[src/rtl/prio_grant_sched.sv]
// prio_grant_sched: single-owner grant scheduler for 8 requesters.
// Arbitration is either fixed priority (bit 0 wins) or round-robin from a
// rotating pointer. A grant is held until the owner signals done or drops
// its request. It is forcibly revoked after MAX_HOLD cycles, with a
// one-cycle timeout_err pulse. Every release is followed by at least one
// idle cycle before the next grant.
module prio_grant_sched #(
  parameter int MAX_HOLD = 12,
  parameter int RR_RESET = 0
) (
  input  logic       clk,
  input  logic       areset,
  input  logic [7:0] req,
  input  logic       mode,
  input  logic       done,
  output logic [7:0] gnt,
  output logic       gnt_valid,
  output logic [2:0] gnt_id,
  output logic       timeout_err
);

  typedef enum logic {IDLE, BUSY} state_t;

  localparam logic [3:0] HOLD_LAST = 4'(MAX_HOLD - 1);
  localparam logic [2:0] PTR_INIT  = 3'(RR_RESET);

  state_t     state_reg, state_next;
  logic [7:0] gnt_reg, gnt_next;
  logic       valid_reg, valid_next;
  logic [2:0] id_reg, id_next;
  logic       timeout_reg, timeout_next;
  logic [3:0] cnt_reg, cnt_next;
  logic [2:0] ptr_reg, ptr_next;

  logic [2:0] rot_idx [8];
  logic [2:0] fix_idx, rr_idx, win_idx;
  logic [7:0] win_onehot;
  logic       release_cond;

  // Candidate indices in round-robin scan order: ptr, ptr+1, ... (mod 8)
  genvar gi;
  generate
    for (gi = 0; gi < 8; gi++) begin : g_rot
      assign rot_idx[gi] = ptr_reg + 3'(gi);
    end
  endgenerate

  // Winner selection: scan from the lowest-priority slot down, so the last hit is the winner
  always_comb begin
    fix_idx = 3'd0;
    rr_idx  = ptr_reg;
    for (int i = 7; i >= 0; i--) begin
      if (req[i]) fix_idx = 3'(i);
      if (req[rot_idx[i]]) rr_idx = rot_idx[i];
    end
    win_idx    = mode ? rr_idx : fix_idx;
    win_onehot = 8'b1 << win_idx;
  end

  // The owner gives up the grant by asserting done or by dropping its request
  assign release_cond = done | ~req[id_reg];

  // Next-state and next-output logic; outputs are registered
  always_comb begin
    state_next   = state_reg;
    gnt_next     = gnt_reg;
    valid_next   = valid_reg;
    id_next      = id_reg;
    timeout_next = 1'b0;
    cnt_next     = cnt_reg;
    ptr_next     = ptr_reg;
    case (state_reg)
      IDLE: begin
        gnt_next   = 8'h00;
        valid_next = 1'b0;
        if (|req) begin
          gnt_next   = win_onehot;
          id_next    = win_idx;
          valid_next = 1'b1;
          cnt_next   = 4'd0;
          state_next = BUSY;
        end
      end
      BUSY: begin
        cnt_next = cnt_reg + 4'd1;
        // A normal release takes precedence over a coincident timeout
        if (release_cond || cnt_reg == HOLD_LAST) begin
          gnt_next     = 8'h00;
          valid_next   = 1'b0;
          state_next   = IDLE;
          ptr_next     = id_reg + 3'd1;
          timeout_next = ~release_cond;
        end
      end
      default: begin
        state_next = IDLE;
        gnt_next   = 8'h00;
        valid_next = 1'b0;
      end
    endcase
  end

  // State and output registers with asynchronous reset
  always_ff @(posedge clk or posedge areset) begin
    if (areset) begin
      state_reg   <= IDLE;
      gnt_reg     <= 8'h00;
      valid_reg   <= 1'b0;
      id_reg      <= 3'd0;
      timeout_reg <= 1'b0;
      cnt_reg     <= 4'd0;
      ptr_reg     <= PTR_INIT;
    end else begin
      state_reg   <= state_next;
      gnt_reg     <= gnt_next;
      valid_reg   <= valid_next;
      id_reg      <= id_next;
      timeout_reg <= timeout_next;
      cnt_reg     <= cnt_next;
      ptr_reg     <= ptr_next;
    end
  end

  assign gnt         = gnt_reg;
  assign gnt_valid   = valid_reg;
  assign gnt_id      = id_reg;
  assign timeout_err = timeout_reg;

endmodule

[config.mk]
export PLATFORM = sky130hd
export DESIGN_NAME = prio_grant_sched
export DESIGN_NICKNAME = d
export VERILOG_FILES = /design/src/rtl/prio_grant_sched.sv
export SDC_FILE = /design/constraint.sdc
export NUM_CORES = 1
export LEC_CHECK = 0
export ABC_CLOCK_PERIOD_IN_PS = 4600
export CAP_MARGIN = 15
export CORE_MARGIN = 10
export CORE_UTILIZATION = 35
export CTS_CLUSTER_DIAMETER = 30
export DETAILED_ROUTE_END_ITERATION = 10
export DONT_BUFFER_PORTS = 1
export GPL_ROUTABILITY_DRIVEN = 0
export HOLD_SLACK_MARGIN = 0.1
export SYNTH_ARGS = -nofsm -noshare
export SYNTH_HDL_FRONTEND = slang
export SYNTH_SLANG_ARGS = --single-unit
[constraint.sdc]
create_clock -name clk -period 4.6 [get_ports clk]
set_clock_uncertainty 0.05 [all_clocks]
set_input_delay 0.92 -clock clk [delete_from_list [all_inputs] [get_ports clk]]
set_output_delay 0.92 -clock clk [all_outputs]
set_load 0.1 [all_outputs]
==> implementation parameters <==
Parameter                              Value

Final layout
  Count of antenna diodes in the layout ... 0
  Most common library cell in the layout ignoring fill and taps ... sky130_fd_sc_hd__nand2_1
  Multi-input combinational cell area ... ~1400 um^2
  Flip-flop count of the largest register after layout ... 8
  Final-stage net count ... 227
  Sequential standard cell area ... roughly 530 um^2
  Commonest cells after routing, fill and taps aside ... sky130_fd_sc_hd__nand2_1 (29), sky130_fd_sc_hd__dfrtp_1 (21), sky130_fd_sc_hd__mux4_2 (12), sky130_fd_sc_hd__inv_1 (10)
  Proportion of layout cells with a drive suffix above 1 ... 15.7%
  Signed area change from the synthesized netlist to the final layout ... 4.82%
  Fillers ... around 560

Drt
  DRC violation total after the first TritonRoute iteration ... 230
  Vias per inst ... about 6
  Number of iterations in the first detailed-routing pass ... 4
  Routed wirelength normalized by instance count ... 18.9 um
  Final antenna-violating net count ... 0
  Vias after detailed routing ... about 1.7k
  Total wire length after detailed routing ... roughly 5.3 mm
  Detailed-route DRC error count ... 0

Synthesis
  Ys Warns ... 0
  Net count after synthesis ... ~230
  Mean instance size in the synthesized netlist ... between 9 and 10 um^2
  Post-synth top flop ... sky130_fd_sc_hd__dfrtp_1
  Share of async-settable or async-resettable flops after synthesis ... 100%
  Sequential fraction of the synthesis area ... between 20% and 30%
  Count of flip-flops with a built-in enable after synthesis ... 0
  Synth Instances ... approximately 220
  Unique masters post-synth ... 60
  Register bit count reported by yosys ... 21
  Mapped cell area ... around 2000 um^2

Placement
  Final HPWL from detailed placement ... 4.15 mm
  Total of buffers placed on input and output ports ... 0

GRT
  Maximum number of pins on one net before global-route repair ... 22
  Initial antenna violation count ... 0
  Number of global-route vias before repair ... between 1.5k and 2k
  GRT Resource Usage Total ... around an eighth
  Global-route wire length before repair ... between 8 and 9 mm
  Congestion Overflow GR ... 0

STA
  Highest Clock Rate ... 301 MHz
  Finish-stage setup viols ... 0
  Number of hold violations in the final report ... 0
  Max-slew violation count ... 0
  Slew at the pin with the worst max-slew slack ... roughly 0.94 ns
  Final worst path period need ... between 3 and 4 ns
  Normalized max-slew margin ... a little under two fifths
  Portion of the clock cycle consumed by the worst path in the final layout ... 72.3%
  Final total negative setup slack ... 0 ns
  RSZ-0062 raised after global routing ... no

Clock tree
  Number of buffers on the longest clock path ... 2
  Later-pin clock latency in the skew report ... around 0.27 ns
  Number of clock buffers inserted by TritonCTS ... 3
  Clock transition at path regs ... 0.08 ns
  Root Driver ... sky130_fd_sc_hd__clkbuf_8
  CTS HTree Levels ... 1
  Count of hold buffers inserted by post-cts repair ... 0
  Post-CTS repair timing setup buffer count ... 0
  Resized cells post-CTS ... 0
  Total clock sinks ... 21
  CTS tree ... yes

Critical path
  Critical path arrival ... 3.45 ns
  FF-to-FF Start ... ptr_reg[1]
  Element type at the critical path end ... register
  Startpoint type of the worst setup path ... register
  Maximum fanout along the worst path ... 13
  Register-to-Register Setup Slack ... 1.27 ns
  Critical Path, Cell by Cell ... inv_1 -> ha_1 -> mux4_2 -> mux2_2 -> or4_1 -> a311o_1 -> o21a_4 -> o31ai_1
  Reg-to-reg critical path endpoint ... gnt[3]
  Slowest CP cell ... sky130_fd_sc_hd__ha_1
  Critical Path Start ... ptr_reg[1]
  Critical path's largest stage delay ... around 0.63 ns
  Capturing instance or port of the critical path ... gnt[3]
  Number of cells on the worst reg-to-reg path ... 8
  Required time of the worst setup path ... around 4.7 ns
  Crit Path Category ... register to register

Floorplanning
  Initial core utilization ... 36.1%
  Row count ... 27
  I/O Pins ... 25
  Height of the chip ... about 96 um
  Die area ... around 9100 um^2
  Core Region ... 5540 um^2
  X dimension of the die ... 95.6 um

Status
  Outcome ... completed

Run
  Number of max-capacitance violations reported ... 0

Min path
  Depth of the worst hold-timing path ... 1
  Hold/Removal Path Class ... register to register
## synth_stat cells (4+ instances only)
| library cell | n | area (um^2) |
|---|---|---|
| sky130_fd_sc_hd__nor2_1 | 9 | 33.8 |
| sky130_fd_sc_hd__nand3_1 | 6 | 30.0 |
| sky130_fd_sc_hd__nand2_1 | 29 | 109 |
| sky130_fd_sc_hd__o21ai_1 | 7 | 35.0 |
| sky130_fd_sc_hd__and2_1 | 5 | 31.3 |
| sky130_fd_sc_hd__mux2i_1 | 9 | 90.1 |
| sky130_fd_sc_hd__dfrtp_1 | 21 | 526 |
| sky130_fd_sc_hd__a21oi_1 | 5 | 25.0 |
| sky130_fd_sc_hd__o31ai_1 | 4 | 30.0 |
| sky130_fd_sc_hd__ha_1 | 4 | 50.1 |
| sky130_fd_sc_hd__a22oi_1 | 4 | 30.0 |
| sky130_fd_sc_hd__nor2b_1 | 4 | 25.0 |
| sky130_fd_sc_hd__mux4_2 | 12 | 270 |
| sky130_fd_sc_hd__clkbuf_1 | 11 | 41.3 |
| sky130_fd_sc_hd__buf_2 | 4 | 20.0 |
| sky130_fd_sc_hd__mux2_2 | 5 | 56.3 |
| sky130_fd_sc_hd__inv_1 | 10 | 37.5 |
| sky130_fd_sc_hd__o21ai_0 | 8 | 40.0 |
## kinds of logic after synthesis
family / after synthesis / share of synthesized area, %
and+or+nand+nor: 73 / 18.7
AOI/OAI and AO/OA: 60 / 22.2
buffers and inverters: 28 / 5.95
muxes: 27 / 22.2
DFF: 21 / 26.3
xor gates and xnor gates: 5 / 2.19
adders and majority gates: 4 / 2.50
## worst max-delay path, delay by kind of cell (launching register included)
kind            cells  cell delay [ns]
flops               1             0.35
fa+ha+maj           1             0.63
mux                 2             0.80
buf+inv             1             0.11
simple gates        1             0.51
compound gates      3             0.79
## layer usage
metal / GRT usage, % / vias to the layer above / wire (um)
met1: 14.6 / 819 / 2140
met3: 4.56 / 19 / 464
met2: 19.0 / 72 / 2590
met4: 4.18 / 0 / 134
met5: 0 / - / 0
li1: - / 814 / -
## cell type report
class / count / share of cell area (%)
sequential: 21 / 25.1
clock inverter: 1 / 0.239
tap: 72 / 4.30
timing repair buffer: 5 / 1.79
multi-input combinational: 169 / 64.6
clock buffer: 3 / 1.97
inverter: 11 / 1.97
## through the flow
stage	std cells	area, um^2	util, %	hold WS [ns]	setup WS (ns)
5_1_grt	282	2090	37.8	0.479	1.08
2_1_floorplan	218	2000	-	0.399	1.17
3_3_place_gp	278	2050	37.0	0.427	1.33
3_5_place_dp	278	2050	37.0	0.430	1.29
6_report	282	2090	37.8	0.437	1.27
4_1_cts	282	2090	37.8	0.443	1.29
## worst min path at each step
| stage | start | end | slack, ns |
|---|---|---|---|
| after CTS | cnt_reg[3] | cnt_reg[3] | 0.44 |
| after global placement | cnt_reg[3] | cnt_reg[3] | 0.43 |
| after global routing | cnt_reg[3] | cnt_reg[3] | 0.48 |
| after detailed placement | cnt_reg[3] | cnt_reg[3] | 0.43 |
| after floorplan | cnt_reg[3] | cnt_reg[3] | 0.40 |
| final | cnt_reg[3] | cnt_reg[3] | 0.44 |
Power is not shown: default switching activity piles up to over one toggle a cycle in this logic, so the estimate is an artifact.
